==> config.mk <==
export PLATFORM = sky130hd
export DESIGN_NAME = mul_div_unit
export DESIGN_NICKNAME = d
export VERILOG_FILES = /design/src/rtl/scrisc_pkg.sv /design/src/rtl/mul_div_unit.sv
export SDC_FILE = /design/constraint.sdc
export NUM_CORES = 1
export LEC_CHECK = 0
export ABC_AREA = 1
export BUFFER_PORTS_ARGS = -buffer_cell sky130_fd_sc_hd__buf_2
export CAP_MARGIN = 10
export CELL_PAD_IN_SITES_DETAIL_PLACEMENT = 1
export CELL_PAD_IN_SITES_GLOBAL_PLACEMENT = 2
export CORE_ASPECT_RATIO = 0.7
export CORE_MARGIN = 5
export CORE_UTILIZATION = 36
export CTS_CLUSTER_SIZE = 10
export DETAILED_ROUTE_END_ITERATION = 8
export GPL_TIMING_DRIVEN = 1
export PLACE_DENSITY_LB_ADDON = 0.1
export SLEW_MARGIN = 5
export SYNTH_ARGS = -nofsm -noshare
export SYNTH_HDL_FRONTEND = slang
export SYNTH_SLANG_ARGS = --single-unit
==> constraint.sdc <==
create_clock -name clk -period 6.2 [get_ports clk]
set_clock_uncertainty 0.1 [all_clocks]
set_input_delay 0.62 -clock clk [delete_from_list [all_inputs] [get_ports clk]]
set_output_delay 0.62 -clock clk [all_outputs]
set_load 0.02 [all_outputs]
==> src/rtl/scrisc_pkg.sv <==
// Shared SCRISC-16 definitions: operation and multiply/divide state encodings,
// plus the architectural register index width.
package scrisc_pkg;

  localparam int REG_IDX_W = 2;

  typedef enum logic {
    OP_MUL = 1'b0,
    OP_DIV = 1'b1
  } md_op_e;

  typedef enum logic [1:0] {
    MD_IDLE = 2'd0,
    MD_CALC = 2'd1,
    MD_DONE = 2'd2
  } md_state_e;

endpackage

==> src/rtl/mul_div_unit.sv <==
// Iterative unsigned multiply/divide for the SCRISC-16 execute stage: one
// shift-add or restoring-divide step per clock, result written back with done.
module mul_div_unit
  import scrisc_pkg::*;
#(
  parameter int WIDTH = 16,
  parameter int RW    = REG_IDX_W
) (
  input  logic               clk,
  input  logic               reset,
  input  logic               start,
  input  logic               op,
  input  logic [WIDTH-1:0]   a,
  input  logic [WIDTH-1:0]   b,
  input  logic [RW-1:0]      dst,
  input  logic               flush,
  output logic               busy,
  output logic               done,
  output logic [2*WIDTH-1:0] result,
  output logic [RW-1:0]      wr_reg,
  output logic               div_zero
);

  localparam int CW = $clog2(WIDTH) + 1;
  localparam logic [CW-1:0] CNT_LAST = CW'(WIDTH);

  md_state_e          state_reg, state_next;
  md_op_e             op_reg, op_next;
  logic [CW-1:0]      count_reg, count_next, count_inc;
  logic [2*WIDTH:0]   acc_reg, acc_next;
  logic [WIDTH-1:0]   opb_reg, opb_next;
  logic [RW-1:0]      dst_reg, dst_next;
  logic [2*WIDTH-1:0] result_reg, result_next;
  logic [RW-1:0]      wr_idx_reg, wr_idx_next;
  logic               div_zero_reg, div_zero_next;

  logic               accept, zero_div, div_ge;
  logic [WIDTH:0]     mul_sum, div_shift, div_diff;
  logic [2*WIDTH:0]   mul_step, div_step, step;

  assign accept   = start && !flush && (state_reg == MD_IDLE || state_reg == MD_DONE);
  assign zero_div = (op_reg == OP_DIV) && (opb_reg == '0);

  // acc holds {upper partial, operand A}; both algorithms shift A out of the
  // low half, so the final {hi,lo} / {rem,quo} lands in acc[2W-1:0].
  assign mul_sum  = acc_reg[2*WIDTH:WIDTH] + {1'b0, opb_reg};
  assign mul_step = acc_reg[0] ? {1'b0, mul_sum, acc_reg[WIDTH-1:1]}
                               : {1'b0, acc_reg[2*WIDTH:1]};

  assign div_shift = {acc_reg[2*WIDTH-1:WIDTH], acc_reg[WIDTH-1]};
  assign div_ge    = div_shift >= {1'b0, opb_reg};
  assign div_diff  = div_shift - {1'b0, opb_reg};
  assign div_step  = div_ge ? {div_diff, acc_reg[WIDTH-2:0], 1'b1}
                            : {div_shift, acc_reg[WIDTH-2:0], 1'b0};

  assign step      = (op_reg == OP_DIV) ? div_step : mul_step;
  assign count_inc = (count_reg == CNT_LAST) ? count_reg : count_reg + CW'(1);

  always_comb begin
    state_next    = state_reg;
    op_next       = op_reg;
    count_next    = count_reg;
    acc_next      = acc_reg;
    opb_next      = opb_reg;
    dst_next      = dst_reg;
    result_next   = result_reg;
    wr_idx_next   = wr_idx_reg;
    div_zero_next = div_zero_reg;

    case (state_reg)
      MD_IDLE: begin
        if (accept) state_next = MD_CALC;
      end
      MD_CALC: begin
        if (flush) begin
          state_next = MD_IDLE;
        end else if (zero_div) begin
          // Dividend is still untouched in the low half of acc.
          state_next    = MD_DONE;
          result_next   = {acc_reg[WIDTH-1:0], {WIDTH{1'b1}}};
          wr_idx_next   = dst_reg;
          div_zero_next = 1'b1;
        end else begin
          acc_next   = step;
          count_next = count_inc;
          if (count_inc == CNT_LAST) begin
            state_next  = MD_DONE;
            result_next = step[2*WIDTH-1:0];
            wr_idx_next = dst_reg;
          end
        end
      end
      MD_DONE: begin
        state_next = accept ? MD_CALC : MD_IDLE;
      end
      default: state_next = MD_IDLE;
    endcase

    if (accept) begin
      op_next       = md_op_e'(op);
      opb_next      = b;
      dst_next      = dst;
      acc_next      = {{(WIDTH + 1){1'b0}}, a};
      count_next    = '0;
      div_zero_next = 1'b0;
    end
  end

  always_ff @(posedge clk or posedge reset) begin
    if (reset) begin
      state_reg    <= MD_IDLE;
      op_reg       <= OP_MUL;
      count_reg    <= '0;
      acc_reg      <= '0;
      opb_reg      <= '0;
      dst_reg      <= '0;
      result_reg   <= '0;
      wr_idx_reg   <= '0;
      div_zero_reg <= 1'b0;
    end else begin
      state_reg    <= state_next;
      op_reg       <= op_next;
      count_reg    <= count_next;
      acc_reg      <= acc_next;
      opb_reg      <= opb_next;
      dst_reg      <= dst_next;
      result_reg   <= result_next;
      wr_idx_reg   <= wr_idx_next;
      div_zero_reg <= div_zero_next;
    end
  end

  assign busy     = (state_reg == MD_CALC);
  assign done     = (state_reg == MD_DONE);
  assign result   = result_reg;
  assign wr_reg   = wr_idx_reg;
  assign div_zero = div_zero_reg;

endmodule

## Word level (Yosys, flattened, before mapping)

Index checks and enable logic that the tools add are counted.
Widths: inputs -> output; s select.

- Reduce and logical (&&, ||, !) cells: 14
- Muxes and demuxes: 26
- Equal/unequal tests: 8
- Add/subtract/negate cells: 3
- Magnitude comparators: 1
- Bitwise gates (word level): 1

Operators by type and width:

| cell | number |
|---|---|
| $mux 33 | 6 |
| $mux 32 | 3 |
| $mux 5 | 5 |
| $add 17x16->17 | 1 |
| $ge 17x16->1 | 1 |
| $sub 17x16->17 | 1 |
| $logic_not 16->1 | 1 |
| $mux 2 | 6 |
| $eq 5x5->1 const B | 2 |
| $reduce_and 3->1 | 3 |
| $pmux 2 s3 | 1 |
| $reduce_bool 2->1 | 3 |
| $add 5x1->5 const B | 1 |
| $mux 1 | 5 |
| $ne 2x2->1 const B | 2 |
| $ne 4x2->1 const B | 1 |
| $logic_and 1x1->1 | 3 |
| $eq 2x1->1 const B | 1 |
| $eq 2x2->1 const B | 1 |
| $logic_not 2->1 | 1 |
| $ne 2x1->1 const B | 1 |
| $reduce_and 2->1 | 1 |
| $logic_not 1->1 | 1 |
| $logic_or 1x1->1 | 1 |
| $not 1->1 | 1 |

- Output and inout port bits: 37
- Bits of input ports: 39
- Bits in registers: 94
- Logic and storage cells: 62

## Logic depth before layout (Yosys ltp)

Gate-level depths: netlist of the first run.

- Depth after elaboration: 7
- Mapped depth: 17
- Mapped depth without buffers: 16

## Least setup slack after synthesis of the first run

No wires, ideal clock.

- Path type: flip-flop to flip-flop
- From: reg acc_reg[16]
- To: reg acc_reg[19]
- Clock period less this slack: 2.067 ns
- Setup time: 0.065 ns
- Cell stages (with the launch flop): 14
- Required time: 6.035 ns
- Data arrival time: 1.902 ns
- Path buffers: 0
- Path slack: 4.133 ns
- Cells stage by stage: dfrtp_1 -> ha_1 -> inv_1 -> fa_1 -> inv_1 -> nand3_1 -> nand3_1 -> inv_1 -> or2_2 -> nand3_1 -> o211ai_1 -> nand3_1 -> nand2_1 -> nand2_1

- Longest elaborated chain between the ends: 7
- Elaborated cells on any way between the ends: 10
- Those cells by class: 2 x add/sub; 1 x order compare; 7 x mux

RTL lines:

| element | line | source |
|---|---|---|
| start: declaration | mul_div_unit.sv:30 | `logic [2*WIDTH:0] acc_reg, acc_next;` |
| start signal: assignment | mul_div_unit.sv:124 | `acc_reg <= acc_next;` |
| $add 17x16->17 (tied with other cells) | mul_div_unit.sv:46 | `assign mul_sum = acc_reg[2*WIDTH:WIDTH] + {1'b0, opb_reg};` |
| $mux 32 / $mux 33 (equally long branches) | mul_div_unit.sv:47, mul_div_unit.sv:53 |  |
| $mux 33 (*) | mul_div_unit.sv:56 | `assign step = (op_reg == OP_DIV) ? div_step : mul_step;` |
| $mux 33 (*) | mul_div_unit.sv:77 | `end else if (zero_div) begin` |
| $mux 33 (*) | mul_div_unit.sv:75 | `if (flush) begin` |
| $mux 33 (*) | mul_div_unit.sv:70 | `case (state_reg)` |
| $mux 33 (*) | mul_div_unit.sv:99 | `if (accept) begin` |

Every way passes the cells marked *; elsewhere a longest branch is shown, timed or not. The select of a mux whose other input is x is not followed.
A chain may end at the register's enable or synchronous reset.

## Worst setup path after layout of the first run

- From: reg opb_reg[0]
- To: reg acc_reg[32]

- Longest elaborated chain between the ends: 7
- Elaborated cells on any way between the ends: 12
- Those cells by class: 1 x add/sub; 1 x order compare; 1 x eq/ne; 6 x mux; 3 x reduce/logical

RTL lines:

| element | line | source |
|---|---|---|
| start: declaration | mul_div_unit.sv:31 | `logic [WIDTH-1:0] opb_reg, opb_next;` |
| start signal: assignment | mul_div_unit.sv:125 | `opb_reg <= opb_next;` |
| $sub 17x16->17 / $ge 17x16->1 (equally long branches) | mul_div_unit.sv:52, mul_div_unit.sv:51 |  |
| $mux 33 | mul_div_unit.sv:53 | `assign div_step = div_ge ? {div_diff, acc_reg[WIDTH-2:0], 1'b1}` |
| $mux 33 | mul_div_unit.sv:56 |  |
| $mux 33 | mul_div_unit.sv:77 |  |
| $mux 33 | mul_div_unit.sv:75 |  |
| $mux 33 | mul_div_unit.sv:70 |  |
| $mux 33 | mul_div_unit.sv:99 |  |

Several ways; a longest one is shown, not always the timed one. The select of a mux whose other input is x is not followed.

==> results summary, run 1 <==
The share of synthesized area in the top cell type comes to 0.342. For this design, the sink count on the clock tree is 94. The CTS tree is built.

In this run the worst hold path is classified as input port to asynchronous set/reset pin. The residual antenna-violating net count after detailed routing is 0. The critical path class is flip-flop to flip-flop. The worst reg-to-reg setup slack came out at 2850 ps. The highest metal layer used by the detailed router is met4. The static leakage is 4.35 nW. By area the synthesized netlist is led by sky130_fd_sc_hd__dfrtp_1 (34%), sky130_fd_sc_hd__nand2_1 (19%), sky130_fd_sc_hd__inv_1 (8.3%). The placed wire-length estimate is 19.4 mm. The share of final-layout standard cells stronger than drive strength 1 came out at 0.129. The biggest area contributor in the post-synthesis netlist is sky130_fd_sc_hd__dfrtp_1. The port buffer count came out at 75. The peak per-stage delay on the critical path came out at 670 ps. Of the total power, the clock network draws 0.168. The total overflow reported by the global router is 0.

The pin count of the biggest net entering global routing came out at 68. Setup total negative slack on the finished layout was measured at 0 ps. The power spent charging and discharging nets came out at 1.91 mW. The internal cell power came out at 1.75 mW.

The run finished with clean final reports. Yosys mapped a number of flops with a built-in enable equal to 0. sky130_fd_sc_hd__nand2_1 is the most common cell in the netlist. The maximum clock frequency is 299 MHz. The placer congestion estimate is 0.897. The portion of total power attributed to combinational logic is 0.584. The number of antenna violations at the first check in global routing came out at 0.

After clock tree synthesis, the clock-pin slew on the worst setup and hold paths is 70 ps. The number of vias per cell is 5.20. The worst setup path is captured at a flip-flop. After synthesis, the most frequently instantiated cells are sky130_fd_sc_hd__nand2_1 (341), sky130_fd_sc_hd__inv_1 (152), sky130_fd_sc_hd__dfrtp_1 (94), sky130_fd_sc_hd__nand3_1 (84), sky130_fd_sc_hd__nor2_1 (79). The signal on the critical path passes through nor2_1, nand2_1, nor3_1, nand3_2, nand2_2, nand2_1, buf_4, inv_1, nand2_1, o21ai_0. The flip-flop count of the largest register, all copies and words added came out at 33. The die outline width came out at 175 um. Synthesis produced 1,027 cells. The total standard cell area after synthesis is 6890 um^2. The number of levels in the clock H-tree is 3. The initial DRC count came out at 521.

The total routed wirelength is 24.9 mm. The mean area per synthesized cell came out at 6.71 um^2. In this run the core area contains 42 standard-cell rows. The number of CTS-inserted buffers came out at 9. The worst ir drop on vdd is 0.000175 V. The total core area is 18,900 um^2. The total of fill cells in the finished design is 2,480. Yosys mapped the design onto 38 distinct sky130hd cell types. The final max-slew violation count came out at 0.

In the finished design, the share of the clock period the worst path needs comes to 0.540. The number of primary I/O pins is 76. Setup repair after global routing left no endpoint under its margin.

The layout net count is 1,160. The initial utilization of the core area, before any placement, comes to 0.365. The cell repeated most along the worst path is sky130_fd_sc_hd__nand2_1. The share of flip-flops with an asynchronous set or reset came out at 1.00. The first global-routing pass estimated 39.8 mm of wire. After detailed routing, the wire length on met1 is 13.0 mm. The power share of the sequential group came out at 0.249. The register bit count reported by yosys is 94.

In the routed design, unresolved DRC markers number 0. The clock passes through at most 2 buffers. The post-CTS resize count is 0.

Summed over all nets, wire length on met3 after detailed routing comes to 1.45 mm. The pin slew with the least headroom to its limit is 974 ps. The switching portion of total power is 0.522.

The antenna diode instance count is 0. The routed via count is 6,921. During synthesis, Yosys emitted a total of 0 warnings. In the detailed route, the total length drawn on met2 is 10.4 mm. Setup violations remaining at the end of the flow were counted as 0. Measured against its own limit, the worst slew margin works out to 0.351.

The root buffer cell chosen for the clock tree is sky130_fd_sc_hd__clkbuf_16. Among all flip-flop cells after synthesis, the most frequent one is sky130_fd_sc_hd__dfrtp_1. The via count of the first global-routing pass was 6,992.

For the worst-skew pair, the clock arrives at the later sink with an insertion delay of 350 ps. The floorplan step defined a die boundary enclosing 22,000 um^2. The number of search-and-repair iterations in the first detailed-routing pass is 5. The post-synthesis sequential area ratio came out at 0.342. The overall global routing resource usage is 0.228. The critical path startpoint category is a flip-flop. Post-CTS timing repair inserted 0 buffers for setup. The number of max-capacitance violations reported came out at 0. After detailed routing, the average wire length per cell comes to 18.7 um. Dividing total power by cell area gives a power density of 471 nW/um^2. In this run the vertical extent of the chip is 126 um. Among all stages on the critical path, the largest delay is contributed by sky130_fd_sc_hd__nand3_2. Hold timing on the final database bottoms out at a slack of 155 ps. The post-synthesis net count is 1,102. The synthesis-to-finish area growth came out at 13.0%.

The maximum fanout count along the critical path is 34. The required time of the worst setup path is 6370 ps. At the worst endpoint, the arrival time is 3510 ps. The quantity of hold-fixing buffers added after cts is 0. The count of final hold-check violations is 0.

The minimum clock period after layout came out at 3350 ps.
## layer usage
layer,vias to the layer above,GRT usage
met5,-,0
met4,0,0.0277
met3,11,0.0407
met2,159,0.334
met1,3370,0.359
li1,3381,-
## area by class of cell
type / instances / area (um^2) / share of cell area
clock inverter: 6 / 93.8 / 0.0121
multi-input combinational: 738 / 3750 / 0.483
inverter: 160 / 603 / 0.0775
sequential: 94 / 2350 / 0.302
tap: 242 / 303 / 0.0389
timing repair buffer: 82 / 448 / 0.0576
clock buffer: 9 / 225 / 0.0289
## critical path, delay by kind of cell, from the launching register on
| family | cells | cell delay [ps] |
|---|---|---|
| and+or+nand+nor | 7 | 2010 |
| buffers and inverters | 2 | 630 |
| DFF | 1 | 430 |
| AOI/OAI and AO/OA | 1 | 90 |
## cell usage in the layout, fill, tap and decap left out, types with 2 or more instances in the layout
master                      instances
sky130_fd_sc_hd__nor2_2             4
sky130_fd_sc_hd__a22oi_1            5
sky130_fd_sc_hd__a211oi_1           6
sky130_fd_sc_hd__inv_6              2
sky130_fd_sc_hd__ha_1              34
sky130_fd_sc_hd__dfrtp_1           94
sky130_fd_sc_hd__a22oi_2           10
sky130_fd_sc_hd__nand4_1           23
sky130_fd_sc_hd__o211ai_1           4
sky130_fd_sc_hd__xor2_1            10
sky130_fd_sc_hd__nand3_1           84
sky130_fd_sc_hd__fa_1               2
sky130_fd_sc_hd__nor3_1             4
sky130_fd_sc_hd__nand2_1          340
sky130_fd_sc_hd__bufinv_16          2
sky130_fd_sc_hd__inv_2              7
sky130_fd_sc_hd__or2_2              2
sky130_fd_sc_hd__nor2_1            79
sky130_fd_sc_hd__a21oi_1           39
sky130_fd_sc_hd__o21ai_0           44
sky130_fd_sc_hd__inv_1            151
sky130_fd_sc_hd__clkbuf_16          9
sky130_fd_sc_hd__o21ai_1           12
sky130_fd_sc_hd__o22ai_1           11
sky130_fd_sc_hd__buf_4              6
sky130_fd_sc_hd__nand3_2           11
sky130_fd_sc_hd__and2_1             2
sky130_fd_sc_hd__nand2_2            5
sky130_fd_sc_hd__buf_2             75
## worst paths after layout
check	startpoint	endpoint	cells past startpoint
max	opb_reg[0]$_DFFE_PP0P_	acc_reg[32]$_DFFE_PP0P_	10
min	reset	result[7]$_DFFE_PP0P_	2
max reg2reg	opb_reg[0]$_DFFE_PP0P_	acc_reg[32]$_DFFE_PP0P_	10
min reg2reg	dst_reg[1]$_DFFE_PP0P_	dst_reg[1]$_DFFE_PP0P_	2
max in group asynchronous	reset	opb_reg[1]$_DFFE_PP0P_	3
min in group clk	b[2]	opb_reg[2]$_DFFE_PP0P_	3
## power groups by stage
stage                     sequential, mW  clock [mW]  combinational [mW]
after floorplan                    0.834           0                1.51
after global placement             0.922           0                2.10
after detailed placement           0.921           0                2.11
after CTS                          0.910       0.627                2.12
after global routing               0.928       0.651                2.39
final                              0.911       0.614                2.14
## kinds of logic (layout without fill, tap and decap cells)
logic type | count (synthesis) | in the layout | share of synthesized area
buffers and inverters | 195 | 257 | 0.114
xor gates and xnor gates | 11 | 11 | 0.0140
DFF | 94 | 94 | 0.342
adders and majority gates | 36 | 36 | 0.0676
AOI/OAI and AO/OA | 134 | 134 | 0.117
and+or+nand+nor | 557 | 557 | 0.346
## per-stage QoR
step	util	std cells	instance area, um^2	power, mW	setup WS [ps]
2_1_floorplan	-	1027	6890	2.35	3030
3_3_place_gp	0.394	1315	7430	3.02	2930
3_5_place_dp	0.394	1315	7430	3.03	2850
4_1_cts	0.411	1330	7750	3.66	2820
5_1_grt	0.412	1331	7780	3.97	2540
6_report	0.412	1331	7780	3.66	2850
(Power assumes the default switching activity.)
==> inputs of run 2 (changes only) <==
Settings changed: CORE_UTILIZATION 36 to 33.
Clock period 6.2 ns to 3.18 ns, I/O delays scaled along.
==> results summary, run 2 (synthesized netlist as in run 1, its figures left out) <==
The storage element area came out at 2350 um^2. The critical path class is flip-flop to flip-flop. The overall global routing resource usage came out at 0.220. The maximum clock insertion buffer count came out at 2. The number of levels in the clock H-tree came out at 3. The floorplan has 44 rows. The die is 183 um wide. In this run the critical register-to-register path is captured at result[25]$_DFFE_PP0P_. The starting density of the core is 0.334.

The run finished, with violations left. The final number of setup-violating endpoints came out at 0. TritonCTS built the clock tree. The initial DRC count came out at 343. The full die area came out at 23,900 um^2. The number of remaining DRC errors is 0. The worst-case headroom to the max-slew limit is 0.352. The via count of the first global-routing pass came out at 6,972. Dividing the detail-routed via count by the number of cells gives 4.99. The clock net sink count came out at 94. The required time of the worst setup path came out at 3380 ps. The layout net count came out at 1,166. The port buffer count is 75. The synthesis-to-finish area growth came out at 14.0%. The smallest setup slack after layout came out at 390 ps. The beginning of the critical path is opb_reg[3]$_DFFE_PP0P_. Subtracting the final worst setup slack from the clock period gives 2790 ps.

The placed wire-length estimate is 20.1 mm. The repair_antennas step left the layout with diodes totalling 0. Summed over all cells, the static leakage comes to 4.37 nW.

The worst ir drop on vdd came out at 0.000328 V. The pin slew with the least headroom to its limit came out at 972 ps. Fill cells in the final layout number 2,681.

The total overflow reported by the global router is 0. The number of search-and-repair iterations in the first detailed-routing pass is 5. Entering global routing, the biggest net connects 52 pins.

The number of setup buffers added after CTS is 0. The arrival time of data at the critical path endpoint is 2990 ps. The share of final-layout standard cells stronger than drive strength 1 is 0.134.

The first-pass GRT wire length came out at 40.7 mm. The root buffer cell is sky130_fd_sc_hd__clkbuf_16. The final max-slew violation count came out at 0.

Routability-driven placement finished with a final weighted congestion of 0.876. The pre-CTS worst setup slack came out at 309 ps. The clock-pin slew on the worst setup and hold paths is 80 ps. The final-layout worst hold slack is -32.5 ps. The maximum fanout count along the critical path came out at 18. The final reports fail on negative hold slack. The maximum clock frequency came out at 358 MHz.

In this run the critical register-to-register path is launched from opb_reg[3]$_DFFE_PP0P_. The count of final hold-check violations came out at 35. STA classifies the critical path startpoint as a flip-flop.

Wires add up to 25.6 mm. The worst reg-to-reg setup slack is 390 ps. The total negative setup slack is 0 ps. The area taken by multi-input logic gates came out at 3760 um^2. The depth of the most critical reg-to-reg path is 14.

The register with the most flip-flops in the layout has 33 of them. The routed wirelength normalized by instance count is 18.7 um. The number of max-capacitance violations reported came out at 0. The floorplan step set the die height to 131 um. Buffers inserted during clock tree synthesis total 9. The number of antenna violations at the first check in global routing came to 0.

The commonest non-fill, non-tap cell in the layout is sky130_fd_sc_hd__nand2_1. In this run the worst setup path terminates at result[25]$_DFFE_PP0P_. The type of destination of the critical path is a flip-flop. Setup repair after global routing left no endpoint under its margin. Clock latency on the worst-skew pair, taken at its later pin, is 360 ps.

The routed via count is 6,848. The power density of the placed cells came out at 903 nW/um^2. The share of the clock period used by the worst path after layout is 0.877. In this run the count of I/O pins placed on the die edge is 76. The top cell types in the final layout, fill and taps aside, are sky130_fd_sc_hd__nand2_1 (340), sky130_fd_sc_hd__inv_1 (151), sky130_fd_sc_hd__dfrtp_1 (94). The detail route stage leaves a number of antenna-violating nets equal to 0. The min-delay analysis places its worst path in the category input port to asynchronous set/reset pin. The total core area came out at 20,600 um^2.
[run 2: worst min path at each step]
stage	startpoint	to	cells past startpoint	slack, ps
2_1_floorplan	dst[0]	dst_reg[0]$_DFFE_PP0P_	2	330
3_3_place_gp	result[26]$_DFFE_PP0P_	result[26]$_DFFE_PP0P_	2	360
3_5_place_dp	result[26]$_DFFE_PP0P_	result[26]$_DFFE_PP0P_	2	370
4_1_cts	reset	state_reg[1]$_DFFE_PP0P_	2	3
5_1_grt	reset	div_zero$_DFFE_PP0P_	2	20
6_report	reset	div_zero$_DFFE_PP0P_	2	-30
[run 2: per-layer routing]
layer | GRT usage | routed length [um] | part of all wire
met1 | 0.350 | 13900 | 0.54
met5 | 0 | 0 | 0
met2 | 0.320 | 10600 | 0.41
met4 | 0.0371 | 241 | 0.0094
met3 | 0.0271 | 881 | 0.034
[run 2: cell type report]
type,count,area share
multi-input combinational,738,0.479
sequential,94,0.300
inverter,160,0.0768
timing repair buffer,88,0.0618
tap,276,0.0440
clock buffer,9,0.0287
clock inverter,7,0.0104
[run 2: what timing repair did]
item,CTS,global route
setup endpoints to repair,0,1
hold buffers,0,0
resized for setup,0,1
[run 2: per-stage QoR]
| step | std cells | utilization | power, mW | hold WS, ps | instance area (um^2) |
|---|---|---|---|---|---|
| 2_1_floorplan | 1027 | - | 4.58 | 328 | 6890 |
| 3_3_place_gp | 1356 | 0.365 | 5.89 | 362 | 7540 |
| 3_5_place_dp | 1356 | 0.365 | 5.90 | 366 | 7540 |
| 4_1_cts | 1372 | 0.380 | 7.11 | 3.44 | 7850 |
| 5_1_grt | 1372 | 0.380 | 7.74 | 22.4 | 7850 |
| 6_report | 1372 | 0.380 | 7.09 | -32.5 | 7850 |
[run 2: worst max-delay path, cell delays in order (launching register included)]
cell and delay (ps):
sky130_fd_sc_hd__dfrtp_1 470, sky130_fd_sc_hd__inv_1 100, sky130_fd_sc_hd__ha_1 380, sky130_fd_sc_hd__nand2_1 120
sky130_fd_sc_hd__nor2_1 170, sky130_fd_sc_hd__nand3_1 150, sky130_fd_sc_hd__nand3_2 130, sky130_fd_sc_hd__nand2_2 210
sky130_fd_sc_hd__nand2_4 310, sky130_fd_sc_hd__nand2_1 120, sky130_fd_sc_hd__nand2_1 120, sky130_fd_sc_hd__nand2_1 100
sky130_fd_sc_hd__nand3_1 140, sky130_fd_sc_hd__nand2_1 60, sky130_fd_sc_hd__nand2_1 50
[run 2: power by group]
group | switching (mW) | internal [mW]
sequential | 0.346 | 1.42
combinational | 2.83 | 1.32
clock | 0.550 | 0.624
